`src/rtl/n_x_serdes_tx_pkg.sv`:
```
`default_nettype none
// ============================================================================
// Module   : n_x_serdes_tx_pkg
// Purpose  : Shared defaults and types for the 7:1 fabric serial transmitter:
//            word width, forwarded-clock / training / idle words, training
//            length, underrun counter width and the link state encoding.
// Ports    : none (package)
// Revision : 1.0 - initial release
// ============================================================================
package n_x_serdes_tx_pkg;

    localparam int unsigned C_S             = 7;
    localparam logic [6:0]  C_CLK_PATTERN   = 7'b1100011;
    localparam logic [6:0]  C_TRAIN_PATTERN = 7'b0011101;
    localparam logic [6:0]  C_IDLE_WORD     = 7'b0000000;
    localparam int unsigned C_TRAIN_WORDS   = 64;
    localparam int unsigned C_UNDERRUN_W    = 16;

    typedef enum logic [0:0] {
        ST_TRAIN = 1'b0,
        ST_RUN   = 1'b1
    } state_t;

endpackage : n_x_serdes_tx_pkg
`default_nettype wire

```
`src/rtl/n_x_serdes_7_to_1_fabric_tx_lane_shift.sv`:
```
`default_nettype none
// ============================================================================
// Module   : serdes_tx_lane_shift
// Purpose  : S-bit parallel-load / shift-left register for one serial lane.
//            The MSB is the serial output, so a loaded word leaves MSB-first.
// Ports    : clk, reset (async, active-high)
//            load       - load load_word this cycle, otherwise shift left
//            load_word  - next word for this lane
//            msb        - registered serial bit
// Revision : 1.0 - initial release
// ============================================================================
module serdes_tx_lane_shift
    import n_x_serdes_tx_pkg::*;
#(
    parameter int unsigned S = C_S
) (
    input  logic         clk,
    input  logic         reset,
    input  logic         load,
    input  logic [S-1:0] load_word,
    output logic         msb
);

    logic [S-1:0] r_shift;

    always_ff @(posedge clk or posedge reset) begin
        if (reset) begin
            r_shift <= '0;
        end else if (load) begin
            r_shift <= load_word;
        end else begin
            r_shift <= {r_shift[S-2:0], 1'b0};
        end
    end

    assign msb = r_shift[S-1];

endmodule : serdes_tx_lane_shift
`default_nettype wire

```
`src/rtl/n_x_serdes_7_to_1_fabric_tx.sv`:
```
`default_nettype none
// ============================================================================
// Module   : n_x_serdes_7_to_1_fabric_tx
// Purpose  : 7:1 fabric serial link transmitter. Accepts D parallel S-bit
//            words per handshake and serialises them MSB-first, one bit per
//            clk, beside a forwarded-clock lane that frames each word. Sends
//            a training sequence after reset or on request, and an idle word
//            (counted as an underrun) when no data is offered.
// Ports    : clk, reset (async, active-high)
//            tx_data/tx_valid/tx_ready - word handshake, lane i at [i*S +: S]
//            train_en      - training request, sampled at word boundary
//            underrun_clr  - synchronous clear of underrun_cnt
//            ser_dat       - D serial data lanes (registered)
//            ser_clk       - forwarded-clock lane (registered)
//            word_start    - MSB of a word is on the serial outputs
//            in_train      - word on the serial outputs is a training word
//            underrun_cnt  - saturating idle-substitution count
// Revision : 1.0 - initial release
// ============================================================================
module n_x_serdes_7_to_1_fabric_tx
    import n_x_serdes_tx_pkg::*;
#(
    parameter int unsigned D             = 2,
    parameter int unsigned S             = C_S,
    parameter logic [S-1:0] CLK_PATTERN   = C_CLK_PATTERN,
    parameter logic [S-1:0] TRAIN_PATTERN = C_TRAIN_PATTERN,
    parameter logic [S-1:0] IDLE_WORD     = C_IDLE_WORD,
    parameter int unsigned TRAIN_WORDS   = C_TRAIN_WORDS
) (
    input  logic                    clk,
    input  logic                    reset,
    input  logic [D*S-1:0]          tx_data,
    input  logic                    tx_valid,
    output logic                    tx_ready,
    input  logic                    train_en,
    input  logic                    underrun_clr,
    output logic [D-1:0]            ser_dat,
    output logic                    ser_clk,
    output logic                    word_start,
    output logic                    in_train,
    output logic [C_UNDERRUN_W-1:0] underrun_cnt
);

    localparam int unsigned CW = (S > 1) ? $clog2(S) : 1;
    localparam int unsigned TW = $clog2(TRAIN_WORDS + 1);
    localparam int unsigned UW = C_UNDERRUN_W;

    localparam logic [CW-1:0] C_CNT_LAST   = CW'(S - 1);
    localparam logic [CW-1:0] C_CNT_ONE    = CW'(1);
    localparam logic [TW-1:0] C_TRAIN_LAST = TW'(TRAIN_WORDS - 1);
    localparam logic [TW-1:0] C_TRAIN_ONE  = TW'(1);
    localparam logic [UW-1:0] C_UR_ONE     = UW'(1);

    // ------------------------------------------------------------------
    // State
    // ------------------------------------------------------------------
    logic [CW-1:0] r_cnt;
    state_t        r_state;
    logic [TW-1:0] r_train_cnt;
    logic [UW-1:0] r_underrun_cnt;
    logic          r_word_start;
    logic          r_in_train;

    // ------------------------------------------------------------------
    // Next-state signals
    // ------------------------------------------------------------------
    logic           w_boundary;
    state_t         w_state_nxt;
    logic [TW-1:0]  w_train_cnt_nxt;
    logic [UW-1:0]  w_underrun_nxt;
    logic           w_underrun_inc;
    logic           w_in_train_nxt;
    logic [D*S-1:0] w_lane_words;
    logic [D:0]     w_msb;

    assign w_boundary = (r_cnt == C_CNT_LAST);

    // The handshake only opens on the boundary cycle, and a pending training
    // request closes it so that word is never consumed.
    assign tx_ready = (r_state == ST_RUN) & w_boundary & ~train_en;

    always_ff @(posedge clk or posedge reset) begin
        if (reset) begin
            r_cnt          <= '0;
            r_state        <= ST_TRAIN;
            r_train_cnt    <= '0;
            r_underrun_cnt <= '0;
            r_word_start   <= 1'b0;
            r_in_train     <= 1'b1;
        end else begin
            r_cnt          <= w_boundary ? '0 : (r_cnt + C_CNT_ONE);
            r_state        <= w_state_nxt;
            r_train_cnt    <= w_train_cnt_nxt;
            r_underrun_cnt <= w_underrun_nxt;
            r_word_start   <= w_boundary;
            r_in_train     <= w_in_train_nxt;
        end
    end

    always_comb begin
        w_state_nxt     = r_state;
        w_train_cnt_nxt = r_train_cnt;
        w_in_train_nxt  = r_in_train;
        w_underrun_inc  = 1'b0;
        w_lane_words    = {D{IDLE_WORD}};

        if (w_boundary) begin
            case (r_state)
                ST_TRAIN: begin
                    w_lane_words   = {D{TRAIN_PATTERN}};
                    w_in_train_nxt = 1'b1;
                    if (train_en) begin
                        // Training length is counted from the last request.
                        w_train_cnt_nxt = '0;
                    end else if (r_train_cnt == C_TRAIN_LAST) begin
                        w_state_nxt     = ST_RUN;
                        w_train_cnt_nxt = '0;
                    end else begin
                        w_train_cnt_nxt = r_train_cnt + C_TRAIN_ONE;
                    end
                end
                ST_RUN: begin
                    if (train_en) begin
                        w_state_nxt     = ST_TRAIN;
                        w_train_cnt_nxt = '0;
                        w_lane_words    = {D{TRAIN_PATTERN}};
                        w_in_train_nxt  = 1'b1;
                    end else if (tx_valid) begin
                        w_lane_words   = tx_data;
                        w_in_train_nxt = 1'b0;
                    end else begin
                        w_lane_words   = {D{IDLE_WORD}};
                        w_in_train_nxt = 1'b0;
                        w_underrun_inc = 1'b1;
                    end
                end
                default: begin
                    w_state_nxt     = ST_TRAIN;
                    w_train_cnt_nxt = '0;
                end
            endcase
        end
    end

    // Clear has priority over a coincident increment.
    always_comb begin
        w_underrun_nxt = r_underrun_cnt;
        if (underrun_clr) begin
            w_underrun_nxt = '0;
        end else if (w_underrun_inc && (r_underrun_cnt != '1)) begin
            w_underrun_nxt = r_underrun_cnt + C_UR_ONE;
        end
    end

    // ------------------------------------------------------------------
    // Lane shifters: D data lanes plus the forwarded-clock lane at index D
    // ------------------------------------------------------------------
    for (genvar gi = 0; gi <= D; gi++) begin : g_lane
        logic [S-1:0] w_word;
        if (gi < D) begin : g_data
            assign w_word = w_lane_words[gi*S +: S];
        end else begin : g_clk
            assign w_word = CLK_PATTERN;
        end
        serdes_tx_lane_shift #(
            .S (S)
        ) u_shift (
            .clk       (clk),
            .reset     (reset),
            .load      (w_boundary),
            .load_word (w_word),
            .msb       (w_msb[gi])
        );
    end

    assign ser_dat      = w_msb[D-1:0];
    assign ser_clk      = w_msb[D];
    assign word_start   = r_word_start;
    assign in_train     = r_in_train;
    assign underrun_cnt = r_underrun_cnt;

endmodule : n_x_serdes_7_to_1_fabric_tx
`default_nettype wire

```
`config.mk`:
```
export PLATFORM = sky130hd
export DESIGN_NAME = n_x_serdes_7_to_1_fabric_tx
export DESIGN_NICKNAME = d
export VERILOG_FILES = /design/src/rtl/n_x_serdes_tx_pkg.sv /design/src/rtl/n_x_serdes_7_to_1_fabric_tx_lane_shift.sv /design/src/rtl/n_x_serdes_7_to_1_fabric_tx.sv
export SDC_FILE = /design/constraint.sdc
export NUM_CORES = 1
export LEC_CHECK = 0
export ABC_CLOCK_PERIOD_IN_PS = 3600
export BUFFER_PORTS_ARGS = -buffer_cell sky130_fd_sc_hd__buf_4
export CAP_MARGIN = 10
export CELL_PAD_IN_SITES_DETAIL_PLACEMENT = 1
export CELL_PAD_IN_SITES_GLOBAL_PLACEMENT = 2
export CORE_ASPECT_RATIO = 0.7
export CORE_MARGIN = 2
export CORE_UTILIZATION = 25
export CTS_CLUSTER_DIAMETER = 30
export DETAILED_ROUTE_END_ITERATION = 7
export HOLD_SLACK_MARGIN = 0.15
export PLACE_DENSITY = 0.68
export SETUP_SLACK_MARGIN = 0.4
export SLEW_MARGIN = 20
export SYNTH_ARGS = -nofsm -noshare
export SYNTH_HDL_FRONTEND = slang
export SYNTH_HIERARCHICAL = 1
export SYNTH_SLANG_ARGS = --single-unit
```
`constraint.sdc`:
```
create_clock -name clk -period 3.6 [get_ports clk]
set_clock_uncertainty 0.05 [all_clocks]
set_input_delay 0.18 -clock clk [delete_from_list [all_inputs] [get_ports clk]]
set_output_delay 0.18 -clock clk [all_outputs]
set_load 0.01 [all_outputs]
```
* After elaboration in Yosys (flattened, before gate mapping)
Index checks and enable logic that the tools add are counted.
** Operators by class
- Reductions and logical operators :: 3
- Equal/unequal tests :: 4
- Add/sub/neg operators :: 3
- Bitwise gates (word level) :: 4
- Muxes and demuxes :: 23
** Operator list (count)
- two-way mux 7 bit :: 6
- two-way mux 16 bit :: 2
- two-way mux 14 bit :: 2
- case mux 14 bit (2 select lines) :: 1
- adder 16 x 1 -> 16 bit, second input constant :: 1
- inequality test 16 bit, second input constant :: 1
- case mux 7 bit (2 select lines) :: 1
- two-way mux 1 bit :: 8
- adder 7 x 1 -> 7 bit, second input constant :: 1
- == test 7 x 6 -> 1 bit, second input constant :: 1
- case mux 1 bit (2 select lines) :: 2
- adder 3 x 1 -> 3 bit, second input constant :: 1
- == test 3 bit, second input constant :: 1
- two-way mux 3 bit :: 1
- AND 1 bit :: 2
- inequality test 2 bit, second input constant :: 1
- NOT 1 bit :: 2
- AND reduction 2 bit :: 1
- nonzero test 2 bit :: 1
- logical AND 1 bit :: 1
** Storage, ports and cells
- Output and inout port bits :: 22
- Register bits after elaboration :: 50
- Bits of input ports :: 19

* Logic depth before layout (Yosys ltp)
Gate-level depths: netlist of run 1.
- Word-level depth :: 7
- Gate-level depth with buffers :: 8
- Mapped depth without buffers :: 6

* Cells and area by module
Netlist of run 1, hierarchy kept.
** Modules (own cells, without submodules)
- n_x_serdes_7_to_1_fabric_tx :: area an instance 1769.2 um^2, sequential area each 726.9 um^2, times used 1, cells an instance 190
- serdes_tx_lane_shift :: area an instance 287.8 um^2, sequential area each 175.2 um^2, times used 3, cells an instance 16

* Least setup slack after synthesis of run 1
No wires, ideal clock.
- Kind :: register to register
- Start point :: reg r_underrun_cnt[0] (netlist: underrun_cnt[0])
- End point :: reg r_underrun_cnt[13] (netlist: underrun_cnt[13])
- Path buffers :: 2
- Path slack :: 1.631 ns
- Data required time :: 3.425 ns
- Data arrival time :: 1.794 ns
- Library setup time :: 0.125 ns
- Stages on the path, launching flop included :: 8
- Period minus slack after synthesis :: 1.969 ns
- Cell sequence :: dfrtp_1 ha_1 and4_4 and4_4 buf_6 buf_6 nor4_4 mux2_4
** Between the ends
- Word-level cells in the longest chain between the ends :: 3
- Elaborated cells between the ends (all ways) :: 6
** Ends and longest elaborated chain
- start, declared :: line n_x_serdes_7_to_1_fabric_tx.sv:60 : logic [UW-1:0] r_underrun_cnt;
- start signal, assigned :: line n_x_serdes_7_to_1_fabric_tx.sv:94 : r_underrun_cnt <= w_underrun_nxt;
- adder 16 x 1 -> 16 bit / inequality test 16 bit (equally long branches) :: line n_x_serdes_7_to_1_fabric_tx.sv:151, n_x_serdes_7_to_1_fabric_tx.sv:150
- two-way mux 16 bit / logical AND 1 bit (equally long branches) :: line n_x_serdes_7_to_1_fabric_tx.sv:150 : end else if (w_underrun_inc && (r_underrun_cnt != '1)) begin
- two-way mux 16 bit / nonzero test 2 bit (equally long branches)
Several ways; a longest one is shown, not always the timed one. The select of a mux whose other input is x is not followed.
A chain may end at the register's enable or synchronous reset.

* Worst setup path after layout of run 1
- Start point :: reg r_cnt[0]
- End point :: reg r_underrun_cnt[14] (netlist: underrun_cnt[14])
** Between the ends
- Word-level cells in the longest chain between the ends :: 4
** Ends and longest elaborated chain
- start, declared :: line n_x_serdes_7_to_1_fabric_tx.sv:57 : logic [CW-1:0] r_cnt;
- start signal, assigned :: line n_x_serdes_7_to_1_fabric_tx.sv:91 : r_cnt <= w_boundary ? '0 : (r_cnt + C_CNT_ONE);
- == test 3 bit :: line n_x_serdes_7_to_1_fabric_tx.sv:76 : assign w_boundary = (r_cnt == C_CNT_LAST);
- two-way mux 1 bit :: line n_x_serdes_7_to_1_fabric_tx.sv:107 : if (w_boundary) begin
- logical AND 1 bit :: line n_x_serdes_7_to_1_fabric_tx.sv:150
- nonzero test 2 bit (no source line)
No other way between the ends.

==> impl_results.md, run 1 <==
- Slew Limit Fails: 0
- Worst relative slew slack: 0.622
- Resize count post-CTS: 0
- TritonCTS clock tree: built
- Io pins: 41
- Total of max-cap violations: 0
- Max clock buf depth: 2
- RSZ-0062 raised after global routing: false
- Iteration count of the initial detailed-routing pass: 4
- WP buf/inv: 2
- Worst skew pair latency: 290 ps
- DRT Wirelength: 6040 um
- Final Hold Viols: 0
- Minimum clock period: 2100 ps
- Site Rows: 31
- DRT iter0 DRCs: 82
- Cells after Synth: 238
- Die H: 89.9 um
- Ys async rst share: 1.00
- P&R area growth vs syn: 22.2%
- Residual DRC: 0
- Syn Std Cell Area: 0.00263 sq mm
- Ant. Diodes: 0
- Critical path class: reg2reg
- Initial core utilization: 0.256
- Nets: 305
- WL/cell: 14.5 um
- Slowest-stage cell, CP: or4_1
- Via-per-instance ratio: 4.56
- Die W: 127 um
- Delay of the slowest cell on the worst path: 420 ps
- Setup_tns: 0 ps
- Grt met3 use: 0.0262
- Crit-path cells: nand3b_4 > clkinv_2 > buf_4 > nand4_4 > or4_1 > a21oi_1
- Hold WC Path Type: in2reg
- Post-route cell area: 0.00322 sq mm
- Power per cell area: 346 mW/mm^2
- Final setup vio count: 0
- Grt total ovfl: 0
- Clock slew at reported path FFs: 70 ps
- Largest net degree at the start of global routing: 22
- Most used DFF post-synth: dfrtp_1
- CTS root buffer: clkbuf_16
- Crit path max fanout: 21
- Area post-placement: 0.00304 sq mm
- Post-CTS Setup Bufs: 0
- GRT met2 Usage: 0.172
- Global-route wire length before repair: 10400 um
- Vias in the first global route: 1996
- H-Tree Level Count: 2
- Crit end category: flip-flop
- Clk sinks: 50
- Vias: 1903
- Fillers: 1146
- Sequential area share after synthesis: 0.476
- Total GRT Usage: 0.113
- Full die area: 0.0114 sq mm
- Syn_area_per_cell: 11.1 sq um
- VDD IR max: 0.176 mV
- Hpwl dp: 4270 um
- CP top delay family: simple AND/OR/NAND/NOR gates
- Status: complete, no violations
- Final cycle utilization of the critical path: 0.583
- Crit path launch type: flip-flop
- CTS buffer count: 5
- Pleak: 0.00151 uW
- Port Buffers: 40
- Core Area: 0.0103 sq mm
- Worst Tran Pin Value: 566 ps
- Layout cell share with drive strength beyond 1: 0.305
- Fin Hold WS: 161 ps
- Initial antenna violation count: 0
- GRT busiest layer: met2
- CP required: 3760 ps
- Arr. time, crit path: 2260 ps
- Met1 usage: 0.159
- Antenna-violating nets left: 0
- Netlist cell types: 42
- #FFs+latches synth: 50
- Number of synthesized flops with an enable pin: 0
- YS warnings: 6
- Fmax: 476 MHz
- Routability Congestion: 0.728
[logic make-up after synthesis]
| group | synth area share |
|---|---|
| other cells | 0.00285 |
| flops | 0.476 |
| compound gates | 0.0784 |
| mux | 0.131 |
| fa+ha+maj | 0.00950 |
| xor+xnor | 0.00666 |
| buf+inv | 0.0466 |
| simple gates | 0.250 |
[placed cells by master, fill, tap and decap left out, types with 2 or more instances in the layout]
cell	netlist	final
a21oi_1	15	15
nor2b_1	6	6
and4_4	4	4
xnor2_1	2	2
ha_1	2	2
clkbuf_16	0	5
dfrtp_1	49	49
mux2_1	3	3
dlygate4sd3_1	0	3
conb_1	2	7
buf_4	0	42
or3_1	5	5
and3_1	8	8
nand2_1	31	31
inv_1	6	6
nor4_1	2	2
nand4_1	5	5
and2_2	3	3
o21ai_0	7	7
nand2b_1	2	2
nor3_1	5	5
and2_1	2	2
mux2_4	20	20
or4_1	6	6
nor4_4	2	2
nand3_1	5	5
clkinv_2	1	2
o31ai_1	8	8
a21o_1	2	2
nor2_1	12	12
[layout make-up]
cell class | instances | area (sq um) | share of cell area
clock buffer | 6 | 139 | 0.0432
clock inverter | 2 | 12.5 | 0.00389
inverter | 7 | 27.5 | 0.00855
multi-input combinational | 175 | 1280 | 0.397
sequential | 50 | 1250 | 0.389
tap | 132 | 165 | 0.0513
timing repair buffer | 45 | 345 | 0.107
[sequential cells by signal, summed over array words and instances, names as in the netlist]
signal                  count
word_start                  1
r_train_cnt                 7
in_train                    1
r_cnt                       3
g_lane.u_shift/r_shift     21
underrun_cnt               16
r_state                     1
[worst reg2reg max path, delay by kind of cell, from the launching register on]
kind	cells	cell delay, ps
DFF	1	410
buffers and inverters	2	650
and+or+nand+nor	3	780
AOI/OAI and AO/OA	1	140
[Yosys cell counts, types with 2 or more instances]
| cell type | number | area (sq um) |
|---|---|---|
| and4_4 | 4 | 45.0 |
| a21oi_1 | 15 | 75.1 |
| nand3_1 | 5 | 25.0 |
| ha_1 | 2 | 25.0 |
| nor2b_1 | 6 | 37.5 |
| nor2_1 | 12 | 45.0 |
| mux2_1 | 3 | 33.8 |
| nand2_1 | 31 | 116 |
| a21o_1 | 2 | 15.0 |
| buf_6 | 7 | 78.8 |
| dfrtp_1 | 49 | 1230 |
| and3_1 | 8 | 50.1 |
| mux2_4 | 20 | 300 |
| or3_1 | 5 | 31.3 |
| nand2b_1 | 2 | 12.5 |
| inv_1 | 6 | 22.5 |
| nor3_1 | 5 | 25.0 |
| o31ai_1 | 8 | 60.1 |
| nor4_4 | 2 | 42.5 |
| xnor2_1 | 2 | 17.5 |
| conb_1 | 2 | 7.51 |
| and2_2 | 3 | 22.5 |
| clkbuf_1 | 3 | 11.3 |
| nor4_1 | 2 | 12.5 |
| o21ai_0 | 7 | 35.0 |
| nand4_1 | 5 | 31.3 |
| and2_1 | 2 | 12.5 |
| or4_1 | 6 | 45.0 |
[where the power goes]
| group | internal, uW | switching [uW] |
|---|---|---|
| registers | 569 | 4.40 |
| clock network | 276 | 212 |
| logic | 26.0 | 27.2 |
[what timing repair did]
| action | 4_1_cts | 5_1_grt |
|---|---|---|
| hold buffers | 3 | 0 |
| endpoints found under the setup margin | 0 | 0 |
| endpoints found under the hold margin | 35 | 0 |
[worst paths after layout]
check	start	endpoint	slack, ps	depth (start not counted)
setup / recovery	r_cnt[0]$_DFF_PP0_	underrun_cnt[14]$_DFFE_PP0P_	1500	6
hold / removal	tx_data[7]	g_lane[1].u_shift/r_shift[0]$_DFF_PP0_	160	4
setup reg to reg	r_cnt[0]$_DFF_PP0_	underrun_cnt[14]$_DFFE_PP0P_	1500	6
hold reg to reg	g_lane[2].u_shift/r_shift[0]$_DFF_PP0_	g_lane[2].u_shift/r_shift[1]$_DFF_PP0_	430	1
max in group asynchronous	reset	in_train$_DFFE_PP1P_	2300	4
min in group asynchronous	reset	g_lane[1].u_shift/r_shift[1]$_DFF_PP0_	350	3
[per-layer routing]
metal,vias up,wire (um),share of wire
li1,930,-,-
met1,943,3050,0.50
met2,22,2720,0.45
met3,8,187,0.031
met4,0,84,0.014
met5,-,0,0
[through the flow]
stage,std cells,setup WS (ps),total power [uW],util
finish,417,1500,1110,0.313
global route,417,1340,1170,0.313
CTS,417,1450,1140,0.313
detailed placement,406,1470,637,0.295
global placement,406,1540,636,0.295
floorplan,243,1630,609,-
No activity file was read; power rests on OpenSTA's default activity.
==> inputs of run 2 (changes only) <==
--- a/config.mk
+++ b/config.mk
@@ -5,7 +5,7 @@
 export SDC_FILE = /design/constraint.sdc
 export NUM_CORES = 1
 export LEC_CHECK = 0
-export ABC_CLOCK_PERIOD_IN_PS = 3600
+export ABC_CLOCK_PERIOD_IN_PS = 2000
 export BUFFER_PORTS_ARGS = -buffer_cell sky130_fd_sc_hd__buf_4
 export CAP_MARGIN = 10
 export CELL_PAD_IN_SITES_DETAIL_PLACEMENT = 1
==> constraint.sdc (replaced) <==
create_clock -name clk -period 2 [get_ports clk]
set_clock_uncertainty 0.05 [all_clocks]
set_input_delay 0.1 -clock clk [delete_from_list [all_inputs] [get_ports clk]]
set_output_delay 0.1 -clock clk [all_outputs]
set_load 0.01 [all_outputs]
==> impl_results.md, run 2 (synthesis results as in run 1) <==
- Met1 wire length: 3540 um (+16%)
- Final cycle utilization of the critical path: 0.845 (+0.261)
- Post-route cell area: 0.00372 sq mm (+16%)
- Crit path max fanout: 8 (-62%)
- Max clock buf depth: 2 (unchanged)
- Grt total ovfl: 0 (unchanged)
- Status: complete, no violations
- Vias in the first global route: 2192 (+9.8%)
- Worst skew pair latency: 290 ps (about the same)
- Crit end category: flip-flop
- Io pins: 41 (unchanged)
- Final setup vio count: 0 (unchanged)
- Slew Limit Fails: 0 (unchanged)
- Arr. time, crit path: 1860 ps (-400 ps)
- Setup slack, reg-to-reg: 310 ps (-1190 ps)
- Residual DRC: 0 (unchanged)
- DP Worst Slack: 145 ps (-1330 ps)
- P&R area growth vs syn: 41.4%
- CTS root buffer: clkbuf_16
- Minimum clock period: 1690 ps (-411 ps)
- Hpwl dp: 4540 um (+6.4%)
- Routed wl met2: 3110 um (+15%)
- Post-layout worst setup margin: 310 ps (-1190 ps)
- Largest net degree at the start of global routing: 22 (unchanged)
- Antenna-violating nets left: 0 (unchanged)
- Reg2Reg Capture Point: underrun_cnt[5]$_DFFE_PP0P_
- Final core utilization: 0.362 (+0.0492)
- H-Tree Level Count: 2 (unchanged)
- DRT iter0 DRCs: 85 (+3.7%)
- Worst R2R Start: underrun_cnt[0]$_DFFE_PP0P_
- Initial antenna violation count: 0 (unchanged)
- Area post-placement: 0.00311 sq mm (+2.5%)
- DR WL met3: 188 um (+0.53%)
- VDD IR max: 0.317 mV (+80%)
- WL/cell: 15.1 um (+4.4%)
- CP required: 2170 ps (-1590 ps)
- Top sig layer: met4
- Final Hold Viols: 0 (unchanged)
- Routability Congestion: 0.731 (+0.45%)
- DRT Wirelength: 6910 um (+14%)
- Core Area: 0.0103 sq mm (unchanged)
- Die H: 89.9 um (unchanged)
- Port Buffers: 40 (unchanged)
- Reg2Reg Depth: 5 (-1)
- Iteration count of the initial detailed-routing pass: 4 (unchanged)
- Clk sinks: 50 (unchanged)
- Full die area: 0.0114 sq mm (unchanged)
- Global-route wire length before repair: 11300 um (+9.0%)
- Die W: 127 um (unchanged)
- RSZ-0062 raised after global routing: true
- Setup_tns: 0 ps (unchanged)
- Layout cell share with drive strength beyond 1: 0.449 (+0.144)
- Vias: 2110 (+11%)
- Largest reg by FF count: g_lane.u_shift/r_shift
- Total of max-cap violations: 0 (unchanged)
- Hold WC Path Type: in2reg
- Worst Tran Pin Value: 672 ps (+106 ps)
- CTS buffer count: 5 (unchanged)
- Nets: 345 (+13%)
- Most frequent cells in the layout: buf_4, dfrtp_1, nand2_1
- Worst relative slew slack: 0.551 (-0.0707)
- Power per cell area: 543 mW/mm^2 (+57%)
- Largest register FFs: 21 (unchanged)
- Crit path launch type: flip-flop
- Fmax: 592 MHz (+24%)
- Total GRT Usage: 0.126 (+0.0135)
- Clock slew at reported path FFs: 70 ps (about the same)
- Critical Path Source: underrun_cnt[0]$_DFFE_PP0P_
- Pleak: 0.00167 uW (+11%)
- TritonCTS clock tree: built
- Fin Hold WS: 165 ps (+3.50 ps)
- Critical path class: reg2reg
- Initial core utilization: 0.256 (unchanged)
- Via-per-instance ratio: 4.62 (+1.2%)
- Ant. Diodes: 0 (unchanged)
- Site Rows: 31 (unchanged)
- CP Capture Point: underrun_cnt[5]$_DFFE_PP0P_
- Commonest non-fill, non-tap cell in the layout: buf_4
-- run 2: critical path: stages (launching register included) --
cell,delay [ps]
dfrtp_1,400
ha_2,190
and4_4,170
and4_4,190
or4_4,480
a21oi_2,130
-- run 2: layout make-up --
class / instances / area [sq um]
clock buffers: 5 / 125
well taps: 132 / 165
multi-input cells: 176 / 1420
flip-flops and latches: 50 / 1260
fillers: 1131 / 6560
repair buffers: 84 / 701
clock inverters: 3 / 21.3
inverters: 7 / 31.3
-- run 2: how the worst min path moves through the flow --
stage	end	from	cells past startpoint
2_1_floorplan	g_lane[0].u_shift/r_shift[0]$_DFF_PP0_	reset	1
5_1_grt	g_lane[0].u_shift/r_shift[6]$_DFF_PP0_	tx_data[6]	3
3_5_place_dp	g_lane[1].u_shift/r_shift[6]$_DFF_PP0_	reset	2
6_report	g_lane[0].u_shift/r_shift[6]$_DFF_PP0_	tx_data[6]	3
4_1_cts	g_lane[0].u_shift/r_shift[6]$_DFF_PP0_	tx_data[6]	3
3_3_place_gp	g_lane[2].u_shift/r_shift[6]$_DFF_PP0_	reset	2
-- run 2: metal layers --
layer | up-vias | track usage
met1 | 1055 | 0.187
met3 | 8 | 0.0310
met2 | 25 | 0.186
met4 | 0 | 0.0302
li1 | 1022 | -
met5 | - | 0
-- run 2: report_power, final --
part           total (uW)  internal, uW  switching [uW]
Clock                 863           464             399
Combinational         128          70.2            57.8
Sequential           1030          1020            8.03
-- run 2: stage by stage --
| step | cells | power (uW) |
|---|---|---|
| global route | 457 | 2110 |
| finish | 457 | 2020 |
| floorplan | 243 | 1100 |
| global placement | 410 | 1150 |
| CTS | 451 | 2050 |
| detailed placement | 410 | 1150 |
-- run 2: repair_timing --
| action | CTS | global route |
|---|---|---|
| endpoints found under the setup margin | 26 | 19 |
| hold endpoints to repair | 59 | 0 |
| buffers inserted | 15 | 6 |
| hold buffers | 17 | 0 |
| pin swaps | 7 | 8 |
| resized for setup | 16 | 19 |
| gates cloned | 1 | 0 |
==> inputs of run 3 (changes only) <==
--- a/config.mk
+++ b/config.mk
@@ -5,7 +5,7 @@
 export SDC_FILE = /design/constraint.sdc
 export NUM_CORES = 1
 export LEC_CHECK = 0
-export ABC_CLOCK_PERIOD_IN_PS = 2000
+export ABC_CLOCK_PERIOD_IN_PS = 1500
 export BUFFER_PORTS_ARGS = -buffer_cell sky130_fd_sc_hd__buf_4
 export CAP_MARGIN = 10
 export CELL_PAD_IN_SITES_DETAIL_PLACEMENT = 1
@@ -16,7 +16,7 @@
 export CTS_CLUSTER_DIAMETER = 30
 export DETAILED_ROUTE_END_ITERATION = 7
 export HOLD_SLACK_MARGIN = 0.15
-export PLACE_DENSITY = 0.68
+export PLACE_DENSITY = 0.7
 export SETUP_SLACK_MARGIN = 0.4
 export SLEW_MARGIN = 20
 export SYNTH_ARGS = -nofsm -noshare
==> constraint.sdc (replaced) <==
create_clock -name clk -period 1.5 [get_ports clk]
set_clock_uncertainty 0.05 [all_clocks]
set_input_delay 0.075 -clock clk [delete_from_list [all_inputs] [get_ports clk]]
set_output_delay 0.075 -clock clk [all_outputs]
set_load 0.01 [all_outputs]
==> impl_results.md, run 3 (synthesis results as in run 1) <==
- H-Tree Level Count: 2 (unchanged)
- Most frequent cells in the layout: buf_4, dfrtp_1, buf_6
- CTS buffer count: 5 (unchanged)
- Via-per-instance ratio: 4.65 (+0.67%)
- Site Rows: 31 (unchanged)
- Crit end category: flip-flop
- Arr. time, crit path: 1900 ps (+40 ps)
- Critical path class: reg2reg
- Die W: 127 um (unchanged)
- Core Area: 0.0103 sq mm (unchanged)
- RSZ-0062 raised after global routing: true
- Final cycle utilization of the critical path: 1.15 (+0.302)
- Crit path max fanout: 5 (-3)
- Final Hold Viols: 0 (unchanged)
- Pleak: 0.00207 uW (+24%)
- Worst skew pair latency: 290 ps (about the same)
- Nets: 391 (+13%)
- DRT iter0 DRCs: 142 (+67%)
- Setup_tns: -3030 ps (-3030 ps)
- Crit path launch type: flip-flop
- Largest register FFs: 21 (unchanged)
- Port Buffers: 40 (unchanged)
- Slew Limit Fails: 0 (unchanged)
- Vias in the first global route: 2565 (+17%)
- Total of max-cap violations: 0 (unchanged)
- Initial core utilization: 0.256 (unchanged)
- Die H: 89.9 um (unchanged)
- Layout cell share with drive strength beyond 1: 0.590 (+0.141)
- CP required: 1680 ps (-490 ps)
- Antenna-violating nets left: 0 (unchanged)
- Final cell count without fillers: 503 (+10%)
- Largest reg by FF count: g_lane.u_shift/r_shift
- Clock slew at reported path FFs: 70 ps (about the same)
- Hold WC Path Type: in2reg
- Commonest non-fill, non-tap cell in the layout: buf_4
- Power per cell area: 609 mW/mm^2 (+12%)
- WL/cell: 17.0 um (+12%)
- Hpwl dp: 5010 um (+10%)
- Grt total ovfl: 0 (unchanged)
- Status: complete, but fails checks
- Global-route wire length before repair: 13600 um (+20%)
- Violations in the final reports: setup timing
- Io pins: 41 (unchanged)
- Fillers: 1090 (-3.6%)
- Vias: 2338 (+11%)
- Iteration count of the initial detailed-routing pass: 4 (unchanged)
- Final setup vio count: 29 (+29)
- Total GRT Usage: 0.153 (+0.0262)
- Clk sinks: 50 (unchanged)
- Largest net degree at the start of global routing: 30 (+36%)
- Residual DRC: 0 (unchanged)
- VDD IR max: 0.473 mV (+49%)
- Pwr Total: 2750 uW (+36%)
- P&R area growth vs syn: 71.8%
- Max clock buf depth: 2 (unchanged)
- DRT Wirelength: 8550 um (+24%)
- DP Worst Slack: -278 ps (-423 ps)
- Placed Instances: 447 (+9.0%)
- Final core utilization: 0.440 (+0.0777)
- CTS root buffer: clkbuf_16
- Minimum clock period: 1720 ps (+30.9 ps)
- Ant. Diodes: 0 (unchanged)
- Routability Congestion: 0.770 (+5.3%)
- Full die area: 0.0114 sq mm (unchanged)
- TritonCTS clock tree: built
- CTS Hold Buffers Added: 15 (-2)
- Fmax: 581 MHz (-1.8%)
- Cell count of the worst hold path: 2 (-1)
- Reg2Reg Depth: 6 (+1)
- Initial antenna violation count: 0 (unchanged)
- Post-layout worst setup margin: -221 ps (-531 ps)
==> run 3: final cells by class <==
class | count | area (sq um) | area share
timing repair buffer | 127 | 1240 | 0.275
inverter | 7 | 38.8 | 0.00858
multi-input combinational | 179 | 1670 | 0.369
tap | 132 | 165 | 0.0365
sequential | 50 | 1250 | 0.277
clock buffer | 6 | 139 | 0.0307
clock inverter | 2 | 12.5 | 0.00277
==> run 3: path summary, 6_finish.rpt <==
check,from,endpoint,slack (ps)
worst max-delay path,underrun_cnt[1]$_DFFE_PP0P_,underrun_cnt[6]$_DFFE_PP0P_,-220
worst min-delay path,underrun_clr,underrun_cnt[6]$_DFFE_PP0P_,80
worst max register to register,underrun_cnt[1]$_DFFE_PP0P_,underrun_cnt[6]$_DFFE_PP0P_,-220
worst min register to register,g_lane[0].u_shift/r_shift[0]$_DFF_PP0_,g_lane[0].u_shift/r_shift[1]$_DFF_PP0_,430
max in group asynchronous,reset,in_train$_DFFE_PP1P_,650
min in group asynchronous,reset,g_lane[0].u_shift/r_shift[0]$_DFF_PP0_,260
==> run 3: power by group <==
group / switching (uW) / total (uW) / internal [uW] / leakage, uW
Sequential: 11.6 / 1380 / 1370 / 0.000635
Combinational: 94.9 / 198 / 103 / 0.00137
Clock: 517 / 1180 / 662 / 0.0000729
Total: 624 / 2750 / 2130 / 0.00207
==> run 3: timing repair <==
action,in CTS,in global routing
endpoints found under the setup margin,57,63
gates cloned,4,1
setup buffers,14,14
pin swaps,22,25
resized for setup,74,50
endpoints found under the hold margin,74,11
==> run 3: through the flow <==
stage               instance area (sq um)  hold WS [ps]
global placement                     3430          2.24
global route                         4520          92.3
finish                               4520          78.9
CTS                                  4190          67.4
floorplan                            2760          -172
detailed placement                   3430          4.14
==> run 3: worst max-delay path, stage by stage, from the launching register on <==
cell,delay (ps)
dfrtp_1,370
ha_2,200
and4_4,260
buf_6,110
nand2_4,40
or4_4,470
a21oi_2,140
==> run 3: per-layer routing <==
layer / GRT usage / routed length (um) / up-vias
li1: - / - / 1117
met1: 0.207 / 3920 / 1155
met2: 0.244 / 4130 / 52
met3: 0.0280 / 333 / 14
met4: 0.0549 / 167 / 0
met5: 0 / 0 / -
